$ cat src/rtl/ram_slot_sched_if.sv
// Shared RAM port bundle between the slot scheduler, its bus masters and the SDRAM side.
// The master modport is the requester/RAM side and the slave modport is the scheduler.
interface ram_slot_sched_if #(
    parameter int AW = 23,
    parameter int DW = 64
);
    logic [1:0]    bus_cycle;
    logic          viking_en;
    logic          shf_req;
    logic [AW-1:0] shf_addr;
    logic          vik_req;
    logic [AW-1:0] vik_addr;
    logic          cpu_req;
    logic          cpu_we;
    logic [1:0]    cpu_ds;
    logic [AW-1:0] cpu_addr;
    logic [15:0]   cpu_din;
    logic          dma_req;
    logic          dma_we;
    logic [AW-1:0] dma_addr;
    logic [15:0]   dma_din;
    logic [AW-1:0] ram_addr;
    logic          ram_oe;
    logic          ram_we;
    logic [1:0]    ram_ds;
    logic [15:0]   ram_din;
    logic [DW-1:0] ram_dout;
    logic [2:0]    owner;
    logic [DW-1:0] rd_data;
    logic          shf_valid;
    logic          cpu_valid;
    logic          vik_valid;
    logic          dma_valid;

    modport master (
        input  bus_cycle, ram_addr, ram_oe, ram_we, ram_ds, ram_din, owner, rd_data,
               shf_valid, cpu_valid, vik_valid, dma_valid,
        output viking_en, shf_req, shf_addr, vik_req, vik_addr, cpu_req, cpu_we, cpu_ds,
               cpu_addr, cpu_din, dma_req, dma_we, dma_addr, dma_din, ram_dout
    );

    modport slave (
        input  viking_en, shf_req, shf_addr, vik_req, vik_addr, cpu_req, cpu_we, cpu_ds,
               cpu_addr, cpu_din, dma_req, dma_we, dma_addr, dma_din, ram_dout,
        output bus_cycle, ram_addr, ram_oe, ram_we, ram_ds, ram_din, owner, rd_data,
               shf_valid, cpu_valid, vik_valid, dma_valid
    );
endinterface

$ cat src/rtl/ram_slot_sched.sv
// Four-slot RAM port scheduler: one owner per 8 MHz slot, strobes held for the whole slot.
// Read data returns with a one-clk_32 valid on the boundary closing the slot; no backpressure, no queue.
module ram_slot_sched #(
    parameter int AW = 23,
    parameter int DW = 64
) (
    input  logic              clk_32,
    input  logic              reset_n,
    input  logic              clk_8_en,
    ram_slot_sched_if.slave   bus
);
    typedef enum logic [2:0] {
        OWN_NONE = 3'd0,
        OWN_SHF  = 3'd1,
        OWN_CPU  = 3'd2,
        OWN_VIK  = 3'd3,
        OWN_DMA  = 3'd4
    } owner_t;

    owner_t        owner_q, owner_nxt;
    logic [1:0]    cycle_q, cycle_nxt;
    logic [AW-1:0] addr_q, addr_nxt;
    logic          oe_q, oe_nxt;
    logic          we_q, we_nxt;
    logic [1:0]    ds_q, ds_nxt;
    logic [15:0]   din_q, din_nxt;
    logic [DW-1:0] rd_q;
    logic [3:0]    vld_q;   // {dma, vik, cpu, shf}

    always_comb begin
        cycle_nxt = cycle_q + 2'd1;
        owner_nxt = OWN_NONE;
        addr_nxt  = '0;
        oe_nxt    = 1'b0;
        we_nxt    = 1'b0;
        ds_nxt    = 2'b00;
        din_nxt   = 16'h0000;

        unique case (cycle_nxt)
            2'd0: if (bus.shf_req) owner_nxt = OWN_SHF;
            2'd1: if (bus.cpu_req) owner_nxt = OWN_CPU;
            2'd2: begin
                if (bus.viking_en && bus.vik_req) owner_nxt = OWN_VIK;
                else if (bus.dma_req)             owner_nxt = OWN_DMA;
                else if (bus.cpu_req)             owner_nxt = OWN_CPU;
            end
            default: begin
                if (bus.dma_req)      owner_nxt = OWN_DMA;
                else if (bus.cpu_req) owner_nxt = OWN_CPU;
            end
        endcase

        case (owner_nxt)
            OWN_SHF: begin
                addr_nxt = bus.shf_addr;
                oe_nxt   = 1'b1;
                ds_nxt   = 2'b11;
            end
            OWN_VIK: begin
                addr_nxt = bus.vik_addr;
                oe_nxt   = 1'b1;
                ds_nxt   = 2'b11;
            end
            OWN_CPU: begin
                addr_nxt = bus.cpu_addr;
                we_nxt   = bus.cpu_we;
                oe_nxt   = ~bus.cpu_we;
                ds_nxt   = bus.cpu_we ? bus.cpu_ds : 2'b11;
                din_nxt  = bus.cpu_we ? bus.cpu_din : 16'h0000;
            end
            OWN_DMA: begin
                addr_nxt = bus.dma_addr;
                we_nxt   = bus.dma_we;
                oe_nxt   = ~bus.dma_we;
                ds_nxt   = 2'b11;
                din_nxt  = bus.dma_we ? bus.dma_din : 16'h0000;
            end
            default: ;
        endcase
    end

    always_ff @(posedge clk_32 or negedge reset_n) begin
        if (!reset_n) begin
            cycle_q <= 2'd3;
            owner_q <= OWN_NONE;
            addr_q  <= '0;
            oe_q    <= 1'b0;
            we_q    <= 1'b0;
            ds_q    <= 2'b00;
            din_q   <= 16'h0000;
            rd_q    <= '0;
            vld_q   <= 4'b0000;
        end else begin
            vld_q <= 4'b0000;
            if (clk_8_en) begin
                // The closing edge of a read slot is where the RAM data is guaranteed settled.
                if (oe_q) begin
                    rd_q <= bus.ram_dout;
                    case (owner_q)
                        OWN_SHF: vld_q <= 4'b0001;
                        OWN_CPU: vld_q <= 4'b0010;
                        OWN_VIK: vld_q <= 4'b0100;
                        OWN_DMA: vld_q <= 4'b1000;
                        default: vld_q <= 4'b0000;
                    endcase
                end
                cycle_q <= cycle_nxt;
                owner_q <= owner_nxt;
                addr_q  <= addr_nxt;
                oe_q    <= oe_nxt;
                we_q    <= we_nxt;
                ds_q    <= ds_nxt;
                din_q   <= din_nxt;
            end
        end
    end

    assign bus.bus_cycle = cycle_q;
    assign bus.owner     = owner_q;
    assign bus.ram_addr  = addr_q;
    assign bus.ram_oe    = oe_q;
    assign bus.ram_we    = we_q;
    assign bus.ram_ds    = ds_q;
    assign bus.ram_din   = din_q;
    assign bus.rd_data   = rd_q;
    assign bus.shf_valid = vld_q[0];
    assign bus.cpu_valid = vld_q[1];
    assign bus.vik_valid = vld_q[2];
    assign bus.dma_valid = vld_q[3];
endmodule

$ cat src/flat_wrapper.sv
// flat-port wrapper written by rule: the top's interface ports become plain ports
module ram_slot_sched_flat 
#(
    parameter int AW = 23,
    parameter int DW = 64
)
  (clk_32, reset_n, clk_8_en, bus_viking_en, bus_shf_req, bus_shf_addr, bus_vik_req, bus_vik_addr, bus_cpu_req, bus_cpu_we, bus_cpu_ds, bus_cpu_addr, bus_cpu_din, bus_dma_req, bus_dma_we, bus_dma_addr, bus_dma_din, bus_ram_dout, bus_bus_cycle, bus_ram_addr, bus_ram_oe, bus_ram_we, bus_ram_ds, bus_ram_din, bus_owner, bus_rd_data, bus_shf_valid, bus_cpu_valid, bus_vik_valid, bus_dma_valid);
  ram_slot_sched_if #(.AW(AW), .DW(DW)) bus_i ();
  input  logic clk_32;
  input  logic reset_n;
  input  logic clk_8_en;
  input wire logic [$bits(bus_i.viking_en)-1:0] bus_viking_en;
  input wire logic [$bits(bus_i.shf_req)-1:0] bus_shf_req;
  input wire logic [$bits(bus_i.shf_addr)-1:0] bus_shf_addr;
  input wire logic [$bits(bus_i.vik_req)-1:0] bus_vik_req;
  input wire logic [$bits(bus_i.vik_addr)-1:0] bus_vik_addr;
  input wire logic [$bits(bus_i.cpu_req)-1:0] bus_cpu_req;
  input wire logic [$bits(bus_i.cpu_we)-1:0] bus_cpu_we;
  input wire logic [$bits(bus_i.cpu_ds)-1:0] bus_cpu_ds;
  input wire logic [$bits(bus_i.cpu_addr)-1:0] bus_cpu_addr;
  input wire logic [$bits(bus_i.cpu_din)-1:0] bus_cpu_din;
  input wire logic [$bits(bus_i.dma_req)-1:0] bus_dma_req;
  input wire logic [$bits(bus_i.dma_we)-1:0] bus_dma_we;
  input wire logic [$bits(bus_i.dma_addr)-1:0] bus_dma_addr;
  input wire logic [$bits(bus_i.dma_din)-1:0] bus_dma_din;
  input wire logic [$bits(bus_i.ram_dout)-1:0] bus_ram_dout;
  output wire logic [$bits(bus_i.bus_cycle)-1:0] bus_bus_cycle;
  output wire logic [$bits(bus_i.ram_addr)-1:0] bus_ram_addr;
  output wire logic [$bits(bus_i.ram_oe)-1:0] bus_ram_oe;
  output wire logic [$bits(bus_i.ram_we)-1:0] bus_ram_we;
  output wire logic [$bits(bus_i.ram_ds)-1:0] bus_ram_ds;
  output wire logic [$bits(bus_i.ram_din)-1:0] bus_ram_din;
  output wire logic [$bits(bus_i.owner)-1:0] bus_owner;
  output wire logic [$bits(bus_i.rd_data)-1:0] bus_rd_data;
  output wire logic [$bits(bus_i.shf_valid)-1:0] bus_shf_valid;
  output wire logic [$bits(bus_i.cpu_valid)-1:0] bus_cpu_valid;
  output wire logic [$bits(bus_i.vik_valid)-1:0] bus_vik_valid;
  output wire logic [$bits(bus_i.dma_valid)-1:0] bus_dma_valid;
  assign bus_i.viking_en = bus_viking_en;
  assign bus_i.shf_req = bus_shf_req;
  assign bus_i.shf_addr = bus_shf_addr;
  assign bus_i.vik_req = bus_vik_req;
  assign bus_i.vik_addr = bus_vik_addr;
  assign bus_i.cpu_req = bus_cpu_req;
  assign bus_i.cpu_we = bus_cpu_we;
  assign bus_i.cpu_ds = bus_cpu_ds;
  assign bus_i.cpu_addr = bus_cpu_addr;
  assign bus_i.cpu_din = bus_cpu_din;
  assign bus_i.dma_req = bus_dma_req;
  assign bus_i.dma_we = bus_dma_we;
  assign bus_i.dma_addr = bus_dma_addr;
  assign bus_i.dma_din = bus_dma_din;
  assign bus_i.ram_dout = bus_ram_dout;
  assign bus_bus_cycle = bus_i.bus_cycle;
  assign bus_ram_addr = bus_i.ram_addr;
  assign bus_ram_oe = bus_i.ram_oe;
  assign bus_ram_we = bus_i.ram_we;
  assign bus_ram_ds = bus_i.ram_ds;
  assign bus_ram_din = bus_i.ram_din;
  assign bus_owner = bus_i.owner;
  assign bus_rd_data = bus_i.rd_data;
  assign bus_shf_valid = bus_i.shf_valid;
  assign bus_cpu_valid = bus_i.cpu_valid;
  assign bus_vik_valid = bus_i.vik_valid;
  assign bus_dma_valid = bus_i.dma_valid;
  ram_slot_sched #(.AW(AW), .DW(DW)) u_core (.clk_32(clk_32), .reset_n(reset_n), .clk_8_en(clk_8_en), .bus(bus_i));
endmodule
$ cat config.mk
export PLATFORM = sky130hd
export DESIGN_NAME = ram_slot_sched_flat
export DESIGN_NICKNAME = d
export VERILOG_FILES = /design/src/rtl/ram_slot_sched_if.sv /design/src/rtl/ram_slot_sched.sv /design/src/flat_wrapper.sv
export SDC_FILE = /design/constraint.sdc
export NUM_CORES = 1
export LEC_CHECK = 0
export ABC_AREA = 1
export BUFFER_PORTS_ARGS = -buffer_cell sky130_fd_sc_hd__clkbuf_2
export CAP_MARGIN = 10
export CORE_AREA = 4 4 121 123
export CTS_BUF_LIST = sky130_fd_sc_hd__clkbuf_2 sky130_fd_sc_hd__clkbuf_4 sky130_fd_sc_hd__clkbuf_8
export CTS_CLUSTER_DIAMETER = 80
export DETAILED_ROUTE_END_ITERATION = 16
export DIE_AREA = 0 0 125 127
export GPL_TIMING_DRIVEN = 0
export HOLD_SLACK_MARGIN = 0.15
export PLACE_DENSITY = 0.76
export SLEW_MARGIN = 10
export SYNTH_ARGS = -nofsm -noshare
export SYNTH_HDL_FRONTEND = slang
export SYNTH_SLANG_ARGS = --single-unit
export TNS_END_PERCENT = 5
$ cat constraint.sdc
create_clock -name clk_32 -period 3.3 [get_ports clk_32]
set_input_delay 0.66 -clock clk_32 [delete_from_list [all_inputs] [get_ports clk_32]]
set_output_delay 0.66 -clock clk_32 [all_outputs]
set_load 0.01 [all_outputs]
==> flow_summary.html <==
<table>
<tr><th>Metric</th><th>Value</th></tr>
<tr><th colspan="2">Status</th></tr>
<tr><td>Run status</td><td>finished, final reports clean</td></tr>
<tr><th colspan="2">Clock tree</th></tr>
<tr><td>Clk_lat worst skew</td><td>0.44 ns</td></tr>
<tr><td>Count of instances resized after the clock tree is built</td><td>0</td></tr>
<tr><td>Hold buffers post-CTS</td><td>1</td></tr>
<tr><td>Number of buffers between clock root and the deepest sink</td><td>2</td></tr>
<tr><td>Clock tree root driver cell</td><td>clkbuf_8</td></tr>
<tr><td>CTS tree</td><td>yes</td></tr>
<tr><td>Number of sinks on the clock net</td><td>116</td></tr>
<tr><td>Max H-tree Level</td><td>4</td></tr>
<tr><td>Post-CTS setup buffers</td><td>0</td></tr>
<tr><td>Number of buffers created by CTS</td><td>17</td></tr>
<tr><td>Clock transition time at the flip-flop clock pins of the worst setup and hold paths</td><td>0.08 ns</td></tr>
<tr><th colspan="2">Critical path</th></tr>
<tr><td>Critical path's largest stage delay</td><td>0.59 ns</td></tr>
<tr><td>Top cell family by delay on the critical path</td><td>simple AND/OR/NAND/NOR gates</td></tr>
<tr><td>CP endpoint kind</td><td>flop</td></tr>
<tr><td>Type of the worst setup path</td><td>reg2reg</td></tr>
<tr><td>Max Fanout on Critical Path</td><td>10</td></tr>
<tr><td>Critical path depth</td><td>14</td></tr>
<tr><td>Slowest stage cell, crit path</td><td>dfstp_2</td></tr>
<tr><td>Worst-case reg-to-reg path depth</td><td>14</td></tr>
<tr><td>Destination of the worst register-to-register timing path</td><td>u_core.bus.ram_din[12]</td></tr>
<tr><td>Library cell appearing most often on the critical path</td><td>nand2_1</td></tr>
<tr><td>Critical path origin</td><td>u_core.bus.bus_cycle[0]</td></tr>
<tr><td>Required time worst endpoint</td><td>3.67 ns</td></tr>
<tr><td>Last element of the critical path</td><td>u_core.bus.ram_din[12]</td></tr>
<tr><td>Register-to-register setup slack</td><td>1.04 ns</td></tr>
<tr><td>Arrival time reported for the critical path endpoint</td><td>2.63 ns</td></tr>
<tr><td>Cell breakdown of the critical path</td><td>inv_1 -&gt; ha_1 -&gt; nor2_1 -&gt; nor2_2 -&gt; nand2_4 -&gt; nand2_1 -&gt; clkinv_2 -&gt; nand2_2 -&gt; nor2_4 -&gt; buf_4 -&gt; nand2_1 -&gt; nand2_1 -&gt; nand2_1 -&gt; nand2_1</td></tr>
<tr><td>Buffers &amp; Inverters on Critical Path</td><td>3</td></tr>
<tr><td>Kind of start point of the critical path</td><td>flop</td></tr>
<tr><td>Launch instance of the worst register-to-register path</td><td>u_core.bus.bus_cycle[0]</td></tr>
<tr><th colspan="2">Die</th></tr>
<tr><td>Standard cell core area</td><td>13,700 um2</td></tr>
<tr><td>Area of the die</td><td>15,900 um2</td></tr>
<tr><td>Vertical extent of the die</td><td>127 um</td></tr>
<tr><td>Starting density of the core</td><td>0.412</td></tr>
<tr><td>Top Ports</td><td>316</td></tr>
<tr><td>Placement row count</td><td>43</td></tr>
<tr><td>Width of the die</td><td>125 um</td></tr>
<tr><th colspan="2">Power and ir drop</th></tr>
<tr><td>Total chip power</td><td>6.64 mW</td></tr>
<tr><td>Maximum resistive drop on vdd</td><td>500 uV</td></tr>
<tr><td>Power density of the placed cells</td><td>841 nW/um2</td></tr>
<tr><td>Total leakage power</td><td>4.55 nW</td></tr>
<tr><th colspan="2">Drt</th></tr>
<tr><td>Routed via count divided by cell count</td><td>4.94</td></tr>
<tr><td>Average wire per cell in the routed design</td><td>16.9 um</td></tr>
<tr><td>Drt first pass iters</td><td>5</td></tr>
<tr><td>Post-route ant nets</td><td>0</td></tr>
<tr><td>DRC Markers</td><td>0</td></tr>
<tr><td>Detailed-route wire length</td><td>19,000 um</td></tr>
<tr><td>Iter 0 DRT Violations</td><td>386</td></tr>
<tr><td>Detailed-route via count</td><td>5,558</td></tr>
<tr><th colspan="2">STA</th></tr>
<tr><td>Time the final worst path needs with I/O delays and setup</td><td>2.26 ns</td></tr>
<tr><td>Fin. max-slew vios</td><td>0</td></tr>
<tr><td>Hold Vio Cnt, Final</td><td>0</td></tr>
<tr><td>Count of endpoints failing setup in the final report</td><td>0</td></tr>
<tr><td>Slew margin rel.</td><td>0.596</td></tr>
<tr><td>Post-Route Skew</td><td>0.00995 ns</td></tr>
<tr><td>Final period util</td><td>0.686</td></tr>
<tr><td>RSZ-0062 raised after global routing</td><td>false</td></tr>
<tr><td>Worst Max-Slew Pin Slew</td><td>0.606 ns</td></tr>
<tr><td>Fmax</td><td>0.442 GHz</td></tr>
<tr><th colspan="2">Synth</th></tr>
<tr><td>Unique masters post-synth</td><td>27</td></tr>
<tr><td>Share of synthesized area occupied by flip-flops and latches</td><td>0.516</td></tr>
<tr><td>Flip-flop cell with the highest count after synthesis</td><td>dfrtp_1</td></tr>
<tr><td>Avg Cell Area, Syn</td><td>9.41 um2</td></tr>
<tr><td>Total number of yosys warnings</td><td>0</td></tr>
<tr><td>Number of enable-type register cells in the synthesized netlist</td><td>0</td></tr>
<tr><td>Number of standard cells after synthesis</td><td>598</td></tr>
<tr><td>Syn Nets</td><td>802</td></tr>
<tr><td>Share of flip-flops with an asynchronous set or reset after synthesis</td><td>1.00</td></tr>
<tr><td>Register bit total from synthesis</td><td>116</td></tr>
<tr><td>Area of the mapped netlist</td><td>5630 um2</td></tr>
<tr><th colspan="2">Layout</th></tr>
<tr><td>Most used cells in the layout excluding fill and tap cells</td><td>clkbuf_2, nand2_1, dfrtp_1</td></tr>
<tr><td>Share of post-route cells with drive strength above 1</td><td>0.482</td></tr>
<tr><td>Most common cell after layout, fill and taps aside</td><td>clkbuf_2</td></tr>
<tr><td>Diode insertion count for antenna repair</td><td>0</td></tr>
<tr><td>Non-Filler Cell Area, Final</td><td>7890 um2</td></tr>
<tr><td>Fill cell total of the finished layout</td><td>1,248</td></tr>
<tr><td>Number of nets in the finished design</td><td>1,137</td></tr>
<tr><td>Utilization after layout</td><td>0.577</td></tr>
<tr><td>Growth of design area from synthesis to finish</td><td>40.2%</td></tr>
<tr><th colspan="2">Placed design</th></tr>
<tr><td>Instance area at placement</td><td>7460 um2</td></tr>
<tr><td>HPWL after DPL</td><td>14,900 um</td></tr>
<tr><td>Count of buffers inserted at the top-level ports</td><td>314</td></tr>
<tr><td>RePlAce Congestion</td><td>0.941</td></tr>
<tr><th colspan="2">Run</th></tr>
<tr><td>Max Cap Violations</td><td>0</td></tr>
<tr><th colspan="2">Global routing</th></tr>
<tr><td>Antenna violations before repair</td><td>0</td></tr>
<tr><td>Pin count of the biggest net entering global routing</td><td>75</td></tr>
<tr><td>Remaining Overflow, GRT</td><td>0</td></tr>
<tr><td>Gr usage total</td><td>0.234</td></tr>
<tr><td>Vias in the first global route</td><td>5,681</td></tr>
<tr><td>Global-route wire length before repair</td><td>29,200 um</td></tr>
<tr><th colspan="2">Worst hold path</th></tr>
<tr><td>Path type of the worst min-delay path</td><td>in2reg</td></tr>
</table>
-- worst register-to-register path: stages, from the launching register on --
cell and delay, ns:
dfstp_2 0.59, inv_1 0.07, ha_1 0.23, nor2_1 0.22, nor2_2 0.07, nand2_4 0.09
nand2_1 0.07, clkinv_2 0.11, nand2_2 0.09, nor2_4 0.19, buf_4 0.21, nand2_1 0.07
nand2_1 0.06, nand2_1 0.05, nand2_1 0.06
-- final cells by class --
class	count	area (um2)	area share
Sequential cell	116	2910	0.368
Multi-Input combinational cell	426	2460	0.311
Timing Repair Buffer	316	1620	0.205
Clock buffer	18	241	0.0306
Tap cell	180	225	0.0285
Buffer	43	216	0.0274
Clock inverter	14	178	0.0225
Inverter	13	50.0	0.00634
-- cells in the mapped netlist (all sizes together), types with 7 or more instances --
cell / number / area share
inv: 12 / 0.0080
o21bai: 23 / 0.031
dfrtp: 114 / 0.51
mux2: 64 / 0.13
clkbuf: 10 / 0.0067
nor2: 9 / 0.011
nand2: 215 / 0.15
nand3: 49 / 0.044
o21ai: 7 / 0.0062
nand4: 46 / 0.051
buf: 33 / 0.032
-- power by group --
part           switching [mW]  internal [mW]  leakage (nW)
logic                    1.69           1.21          2.89
registers               0.325           2.02          1.45
clock network           0.628          0.766         0.212
total                    2.65           3.99          4.55
-- through the flow --
stage	std cells	setup TNS [ns]	worst slack (ns)	hold WS [ns]
floorplan	598	0	1.32	0.364
global placement	1092	-21.66	-0.200	0.449
detailed placement	1093	0	1.06	0.464
CTS	1126	0	1.03	0.421
global route	1126	0	0.862	0.418
finish	1126	0	1.04	0.447
-- layer usage --
layer | up-vias | global-route usage | wire length, um
met4 | 0 | 0.107 | 640
met1 | 2545 | 0.286 | 7610
li1 | 2685 | - | -
met2 | 280 | 0.386 | 9250
met3 | 48 | 0.0644 | 1480
met5 | - | 0 | 0
-- cell families after synthesis --
kind of cell | Yosys count | share of synthesized area
AOI/OAI and AO/OA | 34 | 0.0418
xor gates and xnor gates | 1 | 0.00156
adders and majority gates | 4 | 0.00889
buffers and inverters | 56 | 0.0473
DFF | 116 | 0.516
muxes | 64 | 0.128
and+or+nand+nor | 323 | 0.256
-- how the worst min path moves through the flow --
| stage | start | to | slack [ns] | cells past startpoint |
|---|---|---|---|---|
| after detailed placement | u_core.bus.ram_addr[6] | u_core.bus.ram_addr[6] | 0.46 | 2 |
| after global routing | bus_ram_dout[19] | u_core.bus.rd_data[19] | 0.42 | 2 |
| after global placement | u_core.bus.owner[1] | u_core.vld_q[0] | 0.45 | 1 |
| after CTS | bus_ram_dout[18] | u_core.bus.rd_data[18] | 0.42 | 2 |
| final | bus_ram_dout[18] | u_core.bus.rd_data[18] | 0.45 | 2 |
| after floorplan | reset_n | u_core.bus.owner[0] | 0.36 | 0 |
-- registers in the layout, indices dropped and copies added, names as in the netlist --
signal	flops
u_core.bus.ram_din	16
u_core.bus.owner	3
u_core.bus.rd_data	64
u_core.bus.ram_ds	2
u_core.vld_q	4
u_core.bus.bus_cycle	2
u_core.bus.ram_addr	23
u_core.bus.ram_oe	1
u_core.bus.ram_we	1
No activity file was read; power rests on OpenSTA's default activity.
